$ cat src/rtl/operand_fetch.sv
// ---------------------------------------------------------------------------
// operand_fetch
//   Register-file read stage in front of an ALU. Holds 2^ADDR_W x 32-bit
//   registers (register 0 hard-wired to zero), a busy-bit scoreboard that
//   tracks registers with an outstanding write-back, and a one-entry output
//   register carrying opcode, operands and destination to the ALU.
//
//   Configuration macro: OPFETCH_BYPASS_EN
//     defined   -> a write-back arriving in the same cycle as a read of a
//                  busy source register is forwarded into the operand and
//                  the source is not treated as a hazard.
//     undefined -> no forwarding; the instruction issues one cycle after the
//                  write-back, reading the updated register file.
// ---------------------------------------------------------------------------
module operand_fetch #(
  parameter int ADDR_W = 4
) (
  input  logic              clk,
  input  logic              rst,
  // instruction input handshake
  input  logic              in_valid,
  output logic              in_ready,
  input  logic [7:0]        in_opcode,
  input  logic [ADDR_W-1:0] in_rs,
  input  logic [ADDR_W-1:0] in_rt,
  input  logic [ADDR_W-1:0] in_rd,
  input  logic [15:0]       in_imm,
  input  logic              in_use_imm,
  // ALU result write-back
  input  logic              wb_en,
  input  logic [ADDR_W-1:0] wb_addr,
  input  logic [31:0]       wb_data,
  // ALU-side handshake and registered operands
  output logic              out_valid,
  input  logic              out_ready,
  output logic [7:0]        out_opcode,
  output logic [31:0]       out_A,
  output logic [31:0]       out_B,
  output logic [ADDR_W-1:0] out_rd
);

  localparam int NREG = 1 << ADDR_W;

`ifdef OPFETCH_BYPASS_EN
  localparam logic BYPASS = 1'b1;
`else
  localparam logic BYPASS = 1'b0;
`endif

  // Sign-extend the 16-bit immediate to operand width.
  function automatic logic [31:0] sext16(input logic [15:0] imm);
    sext16 = {{16{imm[15]}}, imm};
  endfunction

  // ------------------------------------------------------------------------
  // State
  // ------------------------------------------------------------------------
  logic [31:0]       r_regs [NREG];
  logic [NREG-1:0]   r_busy;
  logic              r_out_valid;
  logic [7:0]        r_out_opcode;
  logic [31:0]       r_out_a;
  logic [31:0]       r_out_b;
  logic [ADDR_W-1:0] r_out_rd;

  // ------------------------------------------------------------------------
  // Combinational read / hazard / handshake signals
  // ------------------------------------------------------------------------
  logic [31:0]       w_rs_data;
  logic [31:0]       w_rt_data;
  logic              w_fwd_rs;
  logic              w_fwd_rt;
  logic              w_rs_haz;
  logic              w_rt_haz;
  logic              w_hazard;
  logic [31:0]       w_op_a;
  logic [31:0]       w_op_b;
  logic              w_in_ready;
  logic              w_accept;
  logic              w_wb_write;
  logic [NREG-1:0]   w_set_mask;
  logic [NREG-1:0]   w_clr_mask;
  logic [NREG-1:0]   w_busy_nxt;

  // Register-file read ports; register 0 always reads as zero.
  always_comb begin
    w_rs_data = 32'h0000_0000;
    w_rt_data = 32'h0000_0000;
    if (in_rs != '0) begin
      w_rs_data = r_regs[in_rs];
    end else begin
      w_rs_data = 32'h0000_0000;
    end
    if (in_rt != '0) begin
      w_rt_data = r_regs[in_rt];
    end else begin
      w_rt_data = 32'h0000_0000;
    end
  end

  // Forwarding decision and hazard detection. Register 0 is never busy, so
  // it can never raise a hazard or be forwarded.
  always_comb begin
    w_fwd_rs = BYPASS & wb_en & (wb_addr == in_rs) & (in_rs != '0) & r_busy[in_rs];
    w_fwd_rt = BYPASS & wb_en & (wb_addr == in_rt) & (in_rt != '0) & r_busy[in_rt];
    w_rs_haz = r_busy[in_rs] & ~w_fwd_rs;
    w_rt_haz = ~in_use_imm & r_busy[in_rt] & ~w_fwd_rt;
    w_hazard = w_rs_haz | w_rt_haz;
  end

  // Operand selection: forwarded write-back data, register file, or immediate.
  always_comb begin
    w_op_a = w_rs_data;
    w_op_b = w_rt_data;
    if (w_fwd_rs) begin
      w_op_a = wb_data;
    end else begin
      w_op_a = w_rs_data;
    end
    if (in_use_imm) begin
      w_op_b = sext16(in_imm);
    end else if (w_fwd_rt) begin
      w_op_b = wb_data;
    end else begin
      w_op_b = w_rt_data;
    end
  end

  // Input handshake: accept when hazard-free and the output slot is free or
  // draining this cycle; nothing is accepted while reset is asserted.
  always_comb begin
    w_in_ready = ~rst & ~w_hazard & (~r_out_valid | out_ready);
    w_accept   = in_valid & w_in_ready;
    w_wb_write = wb_en & (wb_addr != '0);
  end

  // Scoreboard next state: issue sets the destination bit, write-back clears
  // its bit, and a same-cycle set on the same register takes priority.
  always_comb begin
    w_set_mask = '0;
    w_clr_mask = '0;
    if (w_accept && (in_rd != '0)) begin
      w_set_mask[in_rd] = 1'b1;
    end else begin
      w_set_mask = '0;
    end
    if (wb_en) begin
      w_clr_mask[wb_addr] = 1'b1;
    end else begin
      w_clr_mask = '0;
    end
    w_busy_nxt    = (r_busy & ~w_clr_mask) | w_set_mask;
    w_busy_nxt[0] = 1'b0;
  end

  // ------------------------------------------------------------------------
  // Sequential logic
  // ------------------------------------------------------------------------

  // Register file write port; writes to register 0 are discarded.
  always_ff @(posedge clk) begin
    if (rst) begin
      for (int i = 0; i < NREG; i++) begin
        r_regs[i] <= 32'h0000_0000;
      end
    end else if (w_wb_write) begin
      r_regs[wb_addr] <= wb_data;
    end else begin
      r_regs[0] <= 32'h0000_0000;
    end
  end

  // Busy-bit scoreboard register.
  always_ff @(posedge clk) begin
    if (rst) begin
      r_busy <= '0;
    end else begin
      r_busy <= w_busy_nxt;
    end
  end

  // Output register: load on acceptance, drop valid once consumed, and hold
  // every field while the ALU stage back-pressures.
  always_ff @(posedge clk) begin
    if (rst) begin
      r_out_valid  <= 1'b0;
      r_out_opcode <= 8'h00;
      r_out_a      <= 32'h0000_0000;
      r_out_b      <= 32'h0000_0000;
      r_out_rd     <= '0;
    end else if (w_accept) begin
      r_out_valid  <= 1'b1;
      r_out_opcode <= in_opcode;
      r_out_a      <= w_op_a;
      r_out_b      <= w_op_b;
      r_out_rd     <= in_rd;
    end else if (r_out_valid && out_ready) begin
      r_out_valid  <= 1'b0;
    end else begin
      r_out_valid  <= r_out_valid;
    end
  end

  assign in_ready   = w_in_ready;
  assign out_valid  = r_out_valid;
  assign out_opcode = r_out_opcode;
  assign out_A      = r_out_a;
  assign out_B      = r_out_b;
  assign out_rd     = r_out_rd;

endmodule

$ cat config.mk
export PLATFORM = sky130hd
export DESIGN_NAME = operand_fetch
export DESIGN_NICKNAME = d
export VERILOG_FILES = /design/src/rtl/operand_fetch.sv
export SDC_FILE = /design/constraint.sdc
export NUM_CORES = 1
export LEC_CHECK = 0
export BUFFER_PORTS_ARGS = -buffer_cell sky130_fd_sc_hd__buf_2
export CAP_MARGIN = 10
export CORE_MARGIN = 4
export CORE_UTILIZATION = 47
export DETAILED_ROUTE_END_ITERATION = 10
export PLACE_DENSITY = 0.66
export SLEW_MARGIN = 20
export SYNTH_ARGS = -nofsm -noshare
export SYNTH_HDL_FRONTEND = slang
export SYNTH_SLANG_ARGS = --single-unit
$ cat constraint.sdc
create_clock -name clk -period 3.25 [get_ports clk]
set_input_delay 0.1625 -clock clk [delete_from_list [all_inputs] [get_ports clk]]
set_output_delay 0.1625 -clock clk [all_outputs]
set_load 0.1 [all_outputs]
==> results of run 1 <==
==> synthesized netlist by cell type (19+ instances only) <==
cell type	count	area (um^2)
edfxtp_1	512	15370
mux2_4	33	495.5
o21ai_0	39	195.2
buf_2	41	205.2
nand2b_1	40	250.2
mux2_2	49	551.8
mux4_2	256	5766
nor2_1	21	78.83
o211ai_1	33	247.7
clkbuf_1	132	495.5
mux2i_1	100	1001
dfxtp_1	92	1842
nor2b_1	57	356.6
nand2_1	50	187.7
a221oi_1	19	166.4
and2_1	481	3009
==> sequential cells by signal, summed over array words and instances (netlist names) <==
| name | count |
|---|---|
| out_A | 32 |
| r_busy | 15 |
| out_B | 32 |
| out_rd | 4 |
| out_opcode | 8 |
| out_valid | 1 |
| r_regs | 512 |
==> worst min-delay path, cell delays in order <==
cell	delay (ps)
buf_2	80
a222oi_1	90
o21ai_0	90
mux2_4	140
==> power breakdown <==
| part | total, uW | internal, uW | switching, uW |
|---|---|---|---|
| clock network | 7670 | 4540 | 3130 |
| registers | 9120 | 8880 | 240 |
| logic | 2720 | 1040 | 1680 |
| total | 19500 | 14500 | 5050 |
==> logic make-up (layout without fill, tap and decap cells) <==
logic type             Yosys count  after routing  share of synthesized area
flip-flops                     604            604                     0.5534
buffers and inverters          203            390                    0.03037
other                            1             38                  0.0001205
AO/OA/AOI/OAI                  141            141                    0.03306
AND/OR/NAND/NOR                683            683                     0.1318
multiplexers                   438            438                     0.2512
==> worst min-delay path by stage <==
| stage | from | to | slack (ps) | cells past startpoint |
|---|---|---|---|---|
| 5_1_grt | in_imm[13] | out_B[13] | 20 | 4 |
| 4_1_cts | wb_data[11] | r_regs[5][11] | 3 | 2 |
| 3_3_place_gp | in_opcode[1] | out_opcode[1] | 390 | 2 |
| 2_1_floorplan | in_rd[2] | out_rd[2] | 310 | 1 |
| 6_report | in_imm[6] | out_B[6] | 10 | 4 |
| 3_5_place_dp | in_opcode[7] | out_opcode[7] | 400 | 2 |
==> through the flow <==
stage                     area, um^2  total power (uW)  worst slack [ps]  hold slack, ps
after global routing           35500             20100             743.5           19.13
after floorplan                31220             11120             110.7           305.9
final                          35510             19510             866.8           10.72
after global placement         33010             11890             694.3           389.4
after detailed placement       33010             11950             638.3           396.0
after CTS                      35490             19570             852.7           2.509
==> layer usage <==
metal | vias to the layer above | global-route usage
met2 | 1104 | 0.4324
met3 | 173 | 0.04939
li1 | 8201 | -
met4 | 0 | 0.07938
met5 | - | 0
met1 | 10153 | 0.3621
==> area by class of cell <==
type,instances,share of cell area
flip-flops and latches,604,0.4848
multi-input cells,1294,0.3705
clock buffers,94,0.05521
repair buffers,260,0.05101
well taps,864,0.03044
clock inverters,29,0.006870
inverters,7,0.0007399
diodes,6,0.0004228
==> what timing repair did <==
action | 4_1_cts | 5_1_grt
hold endpoints to repair | 60 | 0
resized for setup | 0 | 0
hold buffers | 27 | 0
==> reports/qor.csv, run 1 <==
stage,metric,value,unit
finish,Total Nets Final,2313,
critical_path,r2r startpoint,r_busy[4],
critical_path,cell repeated most along the worst path,or2_2,
critical_path,Startpoint Class,primary input,
placed_design,GP Congestion,0.8399,
die,cell row count,94,
routing,1st-pass router iterations,9,
critical_path,Crit path depth,7,
global_routing,first-pass GRT wire length,136300,um
finish,FF/Latch Area,17220,um^2
sta,Final TNS setup,0,ps
synthesis,Most used DFF post-synth,edfxtp_1,
synthesis,Seq cells post-synth,604,
run_status,result of the run,"finished, final reports clean",
critical_path,cells on worst reg2reg path,6,
placed_design,number of port buffers,155,
routing,metal3 WL,8971,um
sta,Fmax,419.6,MHz
routing,top sig layer,met4,
sta,Final Max Slew Viols,0,
critical_path,CP Capture Type,flop,
min_path,worst hold path class,in2reg,
clocking,Clock Sinks,604,
critical_path,WP buf/inv,2,
routing,met1 WL,36210,um
global_routing,largest net degree at the start of global routing,98,
power,static leakage,0.01302,uW
critical_path,"Arr. time, crit path",2590,ps
synthesis,async set-reset flop share out of synthesis,0,
die,core area,65630,um^2
routing,WL/cell,29.50,um
synthesis,Syn Area/Cell,15.03,um^2
critical_path,required time of the critical path,3450,ps
synthesis,register area share after synthesis,0.5534,
power,power density over the cells,549.2,nW/um^2
critical_path,worst-path cell with the longest stage delay,or2_2,
die,I/O pins,156,
sta,clock skew,16.27,ps
synthesis,Yosys warning total,0,
finish,Finished Core Util,0.5411,
synthesis,"EDFF count, synth",512,
clocking,CTS Buf Count,68,
die,DIE HEIGHT,265.3,um
die,DIE WIDTH,265.3,um
sta,Final setup viols,0,
critical_path,"critical path fanouts, max",32,
power,maximum VDD drop,0.3219,mV
sta,minimum clock period,2383,ps
clocking,clock latency on the worst-skew pair,600,ps
critical_path,worst-path cell chain,"dlygate4sd3_1, buf_2, or4_1, nand3b_1, or2_2, nor2_2, or2_2",
critical_path,Crit Path Class,in2reg,
finish,"commonest non-fill, non-tap cell in the layout",edfxtp_1,
synthesis,synthesized cell area,31110,um^2
placed_design,DP HPWL,53890,um
critical_path,CP endpoint,r_regs[6][12],
finish,area of the multi-input gates,13160,um^2
synthesis,post-synth cell types,50,
sta,slew margin rel.,0.2549,
sta,worst slew pin tran,1118,ps
routing,DRC errors left,0,
clocking,clk slew on worst S/H paths,60,ps
die,Initial Utilization,0.4740,
global_routing,grt total ovfl,0,
placed_design,Placed Cells,3002,
critical_path,RR Endpoint,out_B[13],
routing,Routed Antenna Nets,0,
routing,DRT Wirelength,93160,um
critical_path,Setup crit start,wb_addr[2],
synthesis,cell count after synthesis,2070,
routing,initial detailed-routing violation count,2599,
clocking,H-tree levels,3,
finish,Fillers,5274,
global_routing,GRT Util Overall,0.2634,
clocking,CTS Buffer Depth,3,
routing,WL met2,45520,um
critical_path,R2R setup slack,950,ps
finish,share of layout cells above drive strength 1,0.3099,
sta,Final Hold Viols,0,
routing,Vias per Instance,6.216,
clocking,setup repair bufs after CTS,0,
sta,Final Cycle Share,0.7333,
sta,RSZ-0062 raised after global routing,false,
finish,area grow syn2layout,14.16,%
global_routing,vias in the first global route,20246,
finish,"commonest cells after routing, fill and taps aside","edfxtp_1, and2_1, mux4_2",
die,Die Area,70370,um^2
clocking,Root Buffer,clkbuf_16,
finish,final std cells w/o fill,3158,
critical_path,Crit path largest cell delay,850,ps
flow_run,maxcap violations,0,
global_routing,initial antenna violation count,10,
clocking,CTS tree,done,
routing,vias after detailed routing,19631,
critical_path,CP top delay family,simple AND/OR/NAND/NOR gates,
No activity file was read; power rests on OpenSTA's default activity.
==> run 2: changes to the inputs <==
Settings changed: ABC_AREA set to 1, PLACE_DENSITY 0.66 to not set.
Clock period 3.25 ns to 2.3 ns, I/O delays scaled along.
==> run 2 against run 1 <==
Net effect: clock skew grew 11 ps; worst hold slack better by 17 ps; critical endpoint is now in_ready; power increased by 46%.
==> reports/qor.csv, run 2 <==
stage,metric,value,unit,change
power,combinational group share of total power,0.162,,was 0.139
clocking,Clock Sinks,604,,unchanged
die,Initial Utilization,0.4755,,was 0.4740
sta,minimum clock period,2167,ps,
routing,Vias per Instance,6.206,,was 6.216
synthesis,async set-reset flop share out of synthesis,0,,unchanged
synthesis,Synth Area in Adders,0,,unchanged
synthesis,register area share after synthesis,0.5606,,was 0.5534
synthesis,Synth Area in Compound Gates,0.1377,,was 0.03306
die,DIE HEIGHT,263.6,um,was 265.3 um
power,clock share of power,0.384,,was 0.393
synthesis,Seq cells post-synth,604,,unchanged
clocking,clk slew on worst S/H paths,60,ps,about the same
synthesis,share of the synthesized area in the top cell type,0.5007,,was 0.4942
routing,initial detailed-routing violation count,4514,,was 2599
sta,RSZ-0062 raised after global routing,false,,unchanged
synthesis,Syn Area/Cell,8.476,um^2,was 15.03 um^2
die,cell row count,93,,was 94
critical_path,required time of the critical path,2180,ps,was 3450 ps
die,Die Area,69490,um^2,was 70370 um^2
sta,worst slew pin tran,824.6,ps,was 1118 ps
sta,Final Max Slew Viols,0,,unchanged
power,switch share,0.2949,,was 0.2589
sta,Final setup viols,0,,unchanged
placed_design,number of port buffers,155,,unchanged
critical_path,Crit Path Class,reg2out,,was in2reg
synthesis,Most used DFF post-synth,edfxtp_1,,unchanged
placed_design,DP Area,33550,um^2,was 33010 um^2
sta,Final Hold Viols,0,,unchanged
placed_design,GP Congestion,0.9487,,was 0.8399
die,DIE WIDTH,263.6,um,was 265.3 um
global_routing,initial antenna violation count,8,,was 10
power,overall power,28450,uW,was 19510 uW
clocking,CTS Buffer Depth,3,,unchanged
global_routing,GRT Util Overall,0.3659,,was 0.2634
run_status,result of the run,"finished, final reports clean",,unchanged
finish,max reg flops,512,,unchanged
finish,Total Nets Final,3858,,was 2313
synthesis,Post-Synth Simple-Gate Area,0.2273,,was 0.1318
global_routing,vias in the first global route,27585,,was 20246
routing,DRT Wirelength,131100,um,was 93160 um
clocking,clock latency on the worst-skew pair,640,ps,was 600 ps
finish,"commonest cells after routing, fill and taps aside","nand2_1, nor2_1, edfxtp_1",,"was edfxtp_1, and2_1, mux4_2"
finish,final std cells w/o fill,4689,,was 3158
clocking,setup repair bufs after CTS,0,,unchanged
clocking,CTS Buf Count,70,,was 68
synthesis,cell count after synthesis,3623,,was 2070
synthesis,post-synth cell types,33,,was 50
synthesis,list of most frequent post-synthesis cells,"nand2_1, nor2_1, edfxtp_1",,"was edfxtp_1, and2_1, mux4_2"
critical_path,"Arr. time, crit path",2050,ps,was 2590 ps
synthesis,ranking of synthesized cells by area,"edfxtp_1, nand2_1, nor2_1",,"was edfxtp_1, mux4_2, and2_1"
power,maximum VDD drop,0.6373,mV,was 0.3219 mV
synthesis,synthesized cell area,30710,um^2,was 31110 um^2
routing,WL/cell,27.96,um,was 29.50 um
synthesis,Yosys warning total,0,,unchanged
critical_path,CP Capture Type,output pin,,was flop
sta,Fmax,461.5,MHz,
routing,Routed Antenna Nets,0,,unchanged
clocking,H-tree levels,3,,unchanged
synthesis,main combinational cell family by area after synthesis,simple AND/OR/NAND/NOR gates,,was multiplexers
sta,worst hold slack,27.73,ps,was 10.72 ps
placed_design,DP HPWL,79890,um,was 53890 um
finish,area grow syn2layout,17.50,%,was 14.16%
global_routing,grt total ovfl,0,,unchanged
sta,slew margin rel.,0.4503,,was 0.2549
power,Seq pwr share,0.454,,was 0.467
finish,share of layout cells above drive strength 1,0.1237,,was 0.3099
finish,fin area,36080,um^2,was 35510 um^2
min_path,worst hold path class,in2reg,,unchanged
critical_path,Startpoint Class,flop,,was primary input
power,power density over the cells,788.3,nW/um^2,was 549.2 nW/um^2
global_routing,first-pass GRT wire length,188100,um,was 136300 um
routing,vias after detailed routing,29100,,was 19631
global_routing,largest net degree at the start of global routing,88,,was 98
synthesis,most common cell in the netlist,nand2_1,,was edfxtp_1
power,Sw Pwr,8388,uW,was 5050 uW
synthesis,leading area contributor after synthesis,edfxtp_1,,unchanged
routing,DRC errors left,0,,unchanged
die,I/O pins,156,,unchanged
clocking,Root Buffer,clkbuf_16,,unchanged
clocking,CTS tree,done,,unchanged
die,core area,64580,um^2,was 65630 um^2
power,Int Pwr,20060,uW,was 14460 uW
synthesis,"EDFF count, synth",512,,unchanged
routing,1st-pass router iterations,7,,was 9
sta,clock skew,27.66,ps,was 16.27 ps
finish,"commonest non-fill, non-tap cell in the layout",nand2_1,,was edfxtp_1
critical_path,"critical path fanouts, max",3,,was 32
placed_design,Placed Cells,4530,,was 3002
sta,Final Cycle Share,0.9422,,
synthesis,mux contribution to synthesized area,0,,was 0.2512
flow_run,maxcap violations,0,,unchanged
finish,Top reg by flops,r_regs,,unchanged
synthesis,Synth Area in XOR/XNOR,0,,unchanged
power,static leakage,0.01474,uW,was 0.01302 uW
[run 2: layout make-up]
class	instances	area, um^2
clock inverter	31	261.5
sequential	604	17220
fill	5824	28500
timing repair buffer	347	3065
clock buffer	92	1937
tap	855	1070
inverter	259	974.7
multi-input combinational	2498	11550
antenna	3	7.507
[run 2: power groups by stage]
stage / clock network, uW / logic [uW] / registers [uW]
CTS: 11000 / 4480 / 12900
detailed placement: 0 / 4420 / 13100
floorplan: 0 / 1980 / 13700
global placement: 0 / 4380 / 13100
global route: 11400 / 4820 / 13000
finish: 10900 / 4600 / 12900
[run 2: repair_timing]
action,in CTS,in global routing
hold buffers,33,0
gates resized for setup,0,0
endpoints found under the hold margin,50,0
[run 2: worst max-delay path, stage by stage (launching register included)]
cell and delay [ps]:
dfxtp_1 290, inv_1 120, nand2_1 80, nand3_1 60
nand2_1 50, nand2_1 80, nand3_1 80, nor2_1 220
and2_1 250, buf_12 200
[run 2: worst paths after layout]
path              slack, ps           start  cells after the start             to
setup / recovery        130       r_busy[2]                      9       in_ready
hold / removal           30     wb_data[17]                      3  r_regs[5][17]
setup reg to reg        260  r_regs[10][27]                      9      out_A[27]
hold reg to reg         460   out_opcode[3]                      2  out_opcode[3]
[run 2: logic make-up (layout without fill, tap and decap cells)]
group	count (synthesis)	in the layout
simple gates	1756	1756
compound gates	710	710
flops	604	604
buf+inv	552	729
other cells	1	35
[run 2: routing by layer]
metal  wire length [um]  GRT usage  part of all wire
met5                 41          0           0.00031
met4               7771     0.1919             0.059
met3              18150    0.09636              0.14
met2              56380     0.5456              0.43
met1              48750     0.4921              0.37
[run 2: metrics by stage]
stage | TNS, ps | worst slack, ps | util
global route | 0 | 44.76 | 0.5586
floorplan | -3998 | -35.64 | -
detailed placement | 0 | 86.57 | 0.5195
global placement | 0 | 78.82 | 0.5195
CTS | 0 | 136.1 | 0.5586
finish | 0 | 133.0 | 0.5588
